[config.mk]
export PLATFORM = sky130hd
export DESIGN_NAME = ddr_lane_dly_ctrl
export DESIGN_NICKNAME = d
export VERILOG_FILES = /design/src/rtl/ddr_lane_dly_ctrl.sv
export SDC_FILE = /design/constraint.sdc
export NUM_CORES = 1
export LEC_CHECK = 0
export ABC_AREA = 1
export BUFFER_PORTS_ARGS = -buffer_cell sky130_fd_sc_hd__buf_4
export CAP_MARGIN = 10
export CELL_PAD_IN_SITES_DETAIL_PLACEMENT = 1
export CELL_PAD_IN_SITES_GLOBAL_PLACEMENT = 2
export CORE_MARGIN = 10
export CORE_UTILIZATION = 36
export DETAILED_ROUTE_END_ITERATION = 8
export PLACE_DENSITY = 0.95
export SKIP_CTS_REPAIR_TIMING = 1
export SLEW_MARGIN = 25
export SYNTH_ARGS = -nofsm -noshare
export SYNTH_HDL_FRONTEND = slang
export SYNTH_SLANG_ARGS = --single-unit
[constraint.sdc]
create_clock -name FAB_CLK -period 7.3 [get_ports FAB_CLK]
set_clock_uncertainty 0.05 [all_clocks]
set_input_delay 0.73 -clock FAB_CLK [delete_from_list [all_inputs] [get_ports FAB_CLK]]
set_output_delay 0.73 -clock FAB_CLK [all_outputs]
set_load 0.1 [all_outputs]
[src/rtl/ddr_lane_dly_ctrl.sv]
// Delay-line sequencer for one DDR4 lane IOD: expands load/relative/absolute tap
// commands into spaced single-step MOVE pulses while tracking the tap position.
module ddr_lane_dly_ctrl #(
  parameter int TAP_W      = 8,
  parameter int MAX_TAP    = 127,
  parameter int LOAD_TAP   = 1,
  parameter int SETTLE_CYC = 4
) (
  input  logic             FAB_CLK,
  input  logic             SYNC_RST,
  input  logic             CMD_VALID,
  output logic             CMD_READY,
  input  logic [1:0]       CMD_OP,
  input  logic [TAP_W-1:0] CMD_STEPS,
  output logic             DONE,
  output logic             ERR,
  output logic [TAP_W-1:0] TAP_POS,
  output logic             POS_VALID,
  output logic             DELAY_LINE_MOVE_0,
  output logic             DELAY_LINE_DIRECTION_0,
  output logic             DELAY_LINE_LOAD_0,
  input  logic             DELAY_LINE_OUT_OF_RANGE_0
);

  localparam int CNT_W = (SETTLE_CYC > 1) ? $clog2(SETTLE_CYC) : 1;
  localparam logic [TAP_W:0]   MAX_X       = (TAP_W+1)'(MAX_TAP);
  localparam logic [TAP_W:0]   STEP_ONE    = (TAP_W+1)'(1);
  localparam logic [TAP_W-1:0] TAP_ONE     = TAP_W'(1);
  localparam logic [CNT_W-1:0] CNT_ONE     = CNT_W'(1);
  localparam logic [CNT_W-1:0] SETTLE_LAST = CNT_W'(SETTLE_CYC - 1);

  typedef enum logic [2:0] {
    S_IDLE, S_SETUP, S_MOVE, S_SETTLE, S_LOADP, S_FIN
  } state_t;

  state_t           state_q;
  logic             ready_q, done_q, err_q, pv_q, move_q, load_q, dir_q, oor_q;
  logic [TAP_W-1:0] tap_q;
  logic [TAP_W:0]   steps_q;
  logic [CNT_W-1:0] settle_q;
  logic [1:0]       op_q;

  logic [TAP_W:0] pos_x, req_x, target_x, n_d;
  logic           dir_d, clamp_d;

  function automatic logic [TAP_W:0] sat_min(input logic [TAP_W:0] a,
                                             input logic [TAP_W:0] lim);
    return (a > lim) ? lim : a;
  endfunction

  // Effective step count is computed one bit wider so MAX_TAP - pos cannot wrap.
  always_comb begin
    pos_x    = {1'b0, tap_q};
    req_x    = {1'b0, CMD_STEPS};
    target_x = sat_min(req_x, MAX_X);
    n_d      = '0;
    dir_d    = dir_q;
    clamp_d  = 1'b0;
    case (CMD_OP)
      2'b01: begin
        n_d     = sat_min(req_x, MAX_X - pos_x);
        dir_d   = 1'b1;
        clamp_d = req_x > (MAX_X - pos_x);
      end
      2'b10: begin
        n_d     = sat_min(req_x, pos_x);
        dir_d   = 1'b0;
        clamp_d = req_x > pos_x;
      end
      2'b11: begin
        clamp_d = req_x > MAX_X;
        if (target_x > pos_x) begin
          n_d   = target_x - pos_x;
          dir_d = 1'b1;
        end else begin
          n_d   = pos_x - target_x;
          dir_d = 1'b0;
        end
      end
      default: ;
    endcase
  end

  always_ff @(posedge FAB_CLK) begin
    if (SYNC_RST) begin
      state_q <= S_IDLE;
      ready_q <= 1'b1;
      done_q  <= 1'b0;
      err_q   <= 1'b0;
      tap_q   <= '0;
      pv_q    <= 1'b0;
      move_q  <= 1'b0;
      load_q  <= 1'b0;
      dir_q   <= 1'b0;
      oor_q   <= 1'b0;
    end else begin
      case (state_q)
        S_IDLE: begin
          if (CMD_VALID) begin
            ready_q <= 1'b0;
            oor_q   <= 1'b0;
            op_q    <= CMD_OP;
            if (CMD_OP == 2'b00) begin
              err_q   <= 1'b0;
              load_q  <= 1'b1;
              state_q <= S_LOADP;
            end else if (!pv_q) begin
              err_q   <= 1'b1;
              done_q  <= 1'b1;
              state_q <= S_FIN;
            end else if (n_d == '0) begin
              err_q   <= clamp_d;
              done_q  <= 1'b1;
              state_q <= S_FIN;
            end else begin
              err_q   <= clamp_d;
              dir_q   <= dir_d;
              steps_q <= n_d;
              state_q <= S_SETUP;
            end
          end
        end
        S_SETUP: begin
          move_q  <= 1'b1;
          state_q <= S_MOVE;
        end
        S_MOVE: begin
          move_q   <= 1'b0;
          tap_q    <= dir_q ? (tap_q + TAP_ONE) : (tap_q - TAP_ONE);
          steps_q  <= steps_q - STEP_ONE;
          settle_q <= '0;
          state_q  <= S_SETTLE;
        end
        S_LOADP: begin
          load_q   <= 1'b0;
          settle_q <= '0;
          state_q  <= S_SETTLE;
        end
        S_SETTLE: begin
          if (DELAY_LINE_OUT_OF_RANGE_0) begin
            oor_q <= 1'b1;
            err_q <= 1'b1;
          end
          // An out-of-range flag anywhere in this settle window drops the remaining steps.
          if (settle_q == SETTLE_LAST) begin
            if (op_q == 2'b00) begin
              tap_q   <= TAP_W'(LOAD_TAP);
              pv_q    <= 1'b1;
              done_q  <= 1'b1;
              state_q <= S_FIN;
            end else if ((steps_q != '0) && !oor_q && !DELAY_LINE_OUT_OF_RANGE_0) begin
              move_q  <= 1'b1;
              state_q <= S_MOVE;
            end else begin
              done_q  <= 1'b1;
              state_q <= S_FIN;
            end
          end else begin
            settle_q <= settle_q + CNT_ONE;
          end
        end
        S_FIN: begin
          done_q  <= 1'b0;
          ready_q <= 1'b1;
          state_q <= S_IDLE;
        end
        default: state_q <= S_IDLE;
      endcase
    end
  end

  assign CMD_READY              = ready_q;
  assign DONE                   = done_q;
  assign ERR                    = err_q;
  assign TAP_POS                = tap_q;
  assign POS_VALID              = pv_q;
  assign DELAY_LINE_MOVE_0      = move_q;
  assign DELAY_LINE_DIRECTION_0 = dir_q;
  assign DELAY_LINE_LOAD_0      = load_q;

endmodule

# Yosys cells after proc, flatten, opt, wreduce, memory -nomap -nowiden
# Index checks and enable logic that the tools add are counted.
[totals]
out_inout_bits = 15
ff_bits = 32
input_bits = 14
elab_cells = 130
[classes]
bitwise = 3
addsub = 7
muxes = 50
magnitude_cmp = 4
reduce_logical = 31
eq_ne = 22
[op_table]
columns = ["op", "count"]
rows = [
  ["2-to-1 mux 9 bit", 6],
  ["2-to-1 mux 8 bit", 5],
  ["one-hot mux 9 bit (3 select lines)", 1],
  ["inequality test 2 bit, second input constant", 11],
  ["2-to-1 mux 3 bit", 7],
  ["2-to-1 mux 1 bit", 18],
  ["one-hot mux 9 bit (2 select lines)", 1],
  ["AND reduction 3 bit", 6],
  ["AND reduction 6 bit", 3],
  ["subtractor 8 x 8 -> 9 bit", 2],
  ["> comparator 8 bit", 2],
  ["one-hot mux 8 bit (2 select lines)", 1],
  ["one-hot mux 1 bit (3 select lines)", 4],
  ["one-hot mux 3 bit (4 select lines)", 1],
  ["nonzero test 2 bit", 6],
  ["> comparator 8 x 9 -> 1 bit", 1],
  ["zero test 9 bit", 1],
  ["nonzero test 3 bit", 3],
  ["nonzero test 9 bit", 1],
  ["subtractor 7 x 8 -> 9 bit, first input constant", 1],
  ["subtractor 9 x 1 -> 9 bit, second input constant", 1],
  ["adder 8 x 1 -> 8 bit, second input constant", 1],
  ["> comparator 8 x 7 -> 1 bit, second input constant", 1],
  ["one-hot mux 1 bit (2 select lines)", 4],
  ["18 further kinds", 29],
]

# Logic depth before layout (Yosys ltp)
[depth]
ltp_word = 11
ltp_mapped = 25
mapped_depth_nobuf = 23

# Least setup slack after synthesis
# No wires, ideal clock.
[synth_timing]
path_type = "register to register"
from = "register tap_q[1] (netlist: TAP_POS[1])"
to = "register steps_q[0] (enable)"
arrival_time_ns = 3.475
synth_period_minus_slack_ns = 3.903
setup_ns = 0.378
path_slack_ns = 3.397
n_path_buf = 0
path_stages_with_launch = 18
t_required_ns = 6.872
cell_sequence = "dfxtp_1 inv_1 ha_1 nor2_1 nand2_1 nor2_1 nor2_1 nand2_1 nand2_2 nor2_1 nand2_1 nand2_1 nor2_1 nand2_1 nor2_2 nand2_1 nand2_1 a21oi_1"
[synth_via]
elab_chain_len = 7
elab_cells_between_ends = 13
cone_classes = "3 x add/sub; 3 x order compare; 1 x eq/ne; 4 x mux; 2 x reduce/logical"
[synth_lines]
columns = ["element", "line_no", "text"]
rows = [
  ["from (decl)", "38", "logic [TAP_W-1:0] tap_q;"],
  ["from (signal assigned)", "129", "tap_q <= dir_q ? (tap_q + TAP_ONE) : (tap_q - TAP_ONE);"],
  ["from (signal assigned)", "147", "tap_q <= TAP_W'(LOAD_TAP);"],
  ["subtractor 7 x 8 -> 9 bit", "61", "n_d = sat_min(req_x, MAX_X - pos_x);"],
  ["> comparator 8 x 9 -> 1 bit", "48", "return (a > lim) ? lim : a;"],
  ["2-to-1 mux 9 bit", "48", ""],
  ["one-hot mux 9 bit (3 select lines) (*)", "59", "case (CMD_OP)"],
  ["zero test 9 bit (*)", "111", "end else if (n_d == '0) begin"],
  ["inequality test 2 bit (no line) (*)", "-", ""],
  ["AND reduction 6 bit (no line) (*)", "-", ""],
  ["to (signal assigned)", "118", "steps_q <= n_d;"],
  ["to (signal assigned)", "130", "steps_q <= steps_q - STEP_ONE;"],
  ["to (decl)", "39", "logic [TAP_W:0] steps_q;"],
]
# Every way passes the cells marked *; elsewhere a longest branch is shown, timed or not.
# A chain may end at the register's enable or synchronous reset.

# Worst setup path after layout
[layout_timing]
from = "register tap_q[1] (netlist: TAP_POS[1])"
to = "register steps_q[7] (enable)"
# The elaborated chain is that of the path after synthesis.

==> impl_metrics.toml <==
[setup_path]
worstPathMaxFanout = 9
critPathMostFrequentCell = "nor2_1"
regToRegSetupSlack_ns = 3.48
cp-end-kind = "flip-flop"
startpoint_type = "flip-flop"
crit_arrival_ns = 3.67
crit_slowest_cell = "a21oi_1"
path_class = "flip-flop to flip-flop"
required_ns = 7.15
cp_num_buf_inv = 2
path_delay_family = "simple AND/OR/NAND/NOR gates"
cpPeakStageDelay_ns = 0.68
worstPathCellList = "inv_1 -> ha_1 -> nor2_1 -> nand2_1 -> nor2_1 -> nor2_1 -> nand2_1 -> nand2_2 -> inv_1 -> nor2_1 -> nor2_1 -> nor2_1 -> nand2_1 -> nor2_1 -> nand2_1 -> nand2_1 -> a21oi_1"

[power_and_ir_drop]
leakage_nw = 1.966
irDropWorstVdd_uv = 225.3
p_per_area_mw_per_mm2 = 388.4

[sta]
final.period_utilization_pct = 52.31
setup_viol = 0
layout_setup_ws_ns = 3.481
timing.hold.ws_ns = 0.4296
min_period_ns = 3.819
finalHoldViolations = 0
slew_viol_final = 0
rsz0062_at_grt = "no"
tns_ns = 0
worst_pin_slew_ns = 0.8664
max_freq_ghz = 0.2619
max_slew_margin_pct = 42.24

[floorplanning]
die_width_um = 119.0
ioPinCount = 29
die_h_um = 119.0
core_mm2 = 0.009639
start_util_pct = 36.62
design.die.area_mm2 = 0.01416
rows = 36

[final_layout]
layout.area.seq_um2 = 770.7
multi_input_area_mm2 = 0.002357
diodes = 0
layout-drive-gt1-share_pct = 9.573
areaGrowthSynthToFinish_pct = 11.27
fillers = 1343
final_core_util_pct = 40.75
finalNetCount = 641

[drt]
drt_wl_total_mm = 11.07
via_count = 3604
drt-vias-per-instance = 5.019
dr.pass1.iters = 4
drtIter0Drc = 148
drtAntennaViolNets = 0
drc = 0
wl_per_cell_um = 15.42

[synth]
synth_area_per_cell_um2 = 6.314
yosysTopAreaCell = "nand2_1"
synth_area_leaders = "nand2_1 (15%), ha_1 (14%), edfxtp_1 (11%)"
yosysSeqAreaShare_pct = 21.84
yosys.area.top_type_share_pct = 14.68
synth_cell_types = 36
synth_area_mm2 = 0.003530
syn_inst = 559
syn_nets = 616
yosys_register_bits = 32
ys_warn_count = 0

[clock_network]
cts.htree.levels = 2
clockBufferDepth = 2
clk_latency_ns = 0.28
cts_buffers = 5
cts.sinks = 32
cts-root-buf = "clkbuf_8"
cts.clk_slew.worst_paths_ns = 0.07
cts_tree = "built"

[placement]
pre_cts_ws_ns = 3.262
place_congestion = 0.8606
port_buffers = 28
dpl.hpwl_mm = 9.224

[grt]
grt_overflow = 0
grt_pass1_vias = 3803
grt_util_all_layers_pct = 15.79
grt_antenna_before_repair = 0
grt_max_degree = 20
grt_pass1_wl_mm = 18.99

[job]
maxCapViolCount = 0

[worst_hold_path]
hold_path_class = "flip-flop to flip-flop"

[run_status]
run_status = "finished, final reports clean"
-- cells in the final DEF (no fill, tap or decap), types with 2 or more instances in the layout --
master / count
nand3_2: 2
nor2_2: 4
edfxtp_1: 13
a21o_1: 2
nand3b_1: 3
buf_4: 28
a21oi_1: 35
xnor2_1: 3
a211oi_1: 3
conb_1: 2
inv_1: 86
clkinv_2: 2
nand3_1: 59
nand2_2: 8
ha_1: 40
nor3_1: 6
clkbuf_8: 6
dfxtp_1: 19
xor2_1: 9
nand2_1: 138
a31oi_1: 3
o21ai_0: 23
inv_2: 2
nand4_1: 3
nor2_1: 71
fa_1: 3
o211ai_1: 2
or2_2: 2
-- registers in the layout, summed over array words and instances, names as in the netlist --
signal                  flops
POS_VALID                   1
state_q                     3
settle_q                    2
TAP_POS                     8
ERR                         1
CMD_READY                   1
DONE                        1
DELAY_LINE_LOAD_0           1
oor_q                       1
steps_q                     9
op_q                        2
DELAY_LINE_DIRECTION_0      1
DELAY_LINE_MOVE_0           1
-- cell usage after synthesis --
library cell / number
o31ai_1: 1
nor2_1: 71
or2_2: 2
o21bai_1: 1
o211ai_1: 2
fa_1: 3
nand3_2: 2
nand2_2: 8
nand2_1: 138
o21a_1: 1
nand3b_1: 3
a31oi_1: 3
inv_1: 86
a21oi_2: 1
xor2_1: 9
a211oi_1: 3
nor3_1: 6
nor2_2: 4
dfxtp_1: 19
ha_1: 40
buf_6: 4
nand4_2: 1
edfxtp_1: 13
conb_1: 2
xnor2_1: 3
a21o_1: 2
a21boi_0: 1
buf_4: 1
o21ai_1: 1
nand3_1: 59
nand4_1: 3
a21oi_1: 35
nor3b_1: 1
clkbuf_1: 5
o21ai_0: 23
inv_2: 2
-- where the power goes --
group / internal (W) / switching, W
Clock: 0.0000752 / 0.0000657
Sequential: 0.000254 / 0.0000765
Combinational: 0.000315 / 0.000739
-- cell type report --
cell class              count  share of cell area, %
repair buffers             28                  5.352
clock inverters             2                 0.2549
inverters                  88                  8.410
multi-input cells         429                  60.02
well taps                 133                  4.237
clock buffers               6                  2.103
flip-flops and latches     32                  19.62
-- tightest hold or removal path, delay by kind of cell, from the launching register on --
family           cells  cell delay [ns]
and+or+nand+nor      2             0.12
DFF                  1             0.34
-- cells by family (layout without fill, tap and decap cells) --
family / Yosys count / in the layout / share of synthesized area [%]
flip-flops: 32 / 32 / 21.84
adder cells (fa/ha/maj): 43 / 43 / 15.88
buffers and inverters: 98 / 124 / 11.38
other: 2 / 2 / 0.2128
AND/OR/NAND/NOR: 298 / 298 / 36.23
XOR/XNOR: 12 / 12 / 2.978
AO/OA/AOI/OAI: 74 / 74 / 11.49
-- per-layer routing --
| layer | GRT usage (%) | up-vias | part of all wire (%) |
|---|---|---|---|
| met5 | 0 | - | 0 |
| met4 | 4.198 | 0 | 1.4 |
| met3 | 2.504 | 12 | 3.8 |
| met2 | 26.90 | 50 | 47 |
| met1 | 20.16 | 1706 | 48 |
| li1 | - | 1836 | - |
-- final timing paths --
check        startpoint  depth (start not counted)    endpoint
max reg2reg  TAP_POS[1]                         17  steps_q[7]
min reg2reg   CMD_READY                          2   CMD_READY
max          TAP_POS[1]                         17  steps_q[7]
min           CMD_READY                          2   CMD_READY
-- per-stage QoR --
| stage | instances | instance area (um^2) | power, W |
|---|---|---|---|
| 2_1_floorplan | 559 | 3530 | 0.001135 |
| 3_3_place_gp | 710 | 3835 | 0.001354 |
| 3_5_place_dp | 710 | 3835 | 0.001386 |
| 4_1_cts | 718 | 3928 | 0.001535 |
| 5_1_grt | 718 | 3928 | 0.001676 |
| 6_report | 718 | 3928 | 0.001525 |
Power figures use the tool's default switching activity.
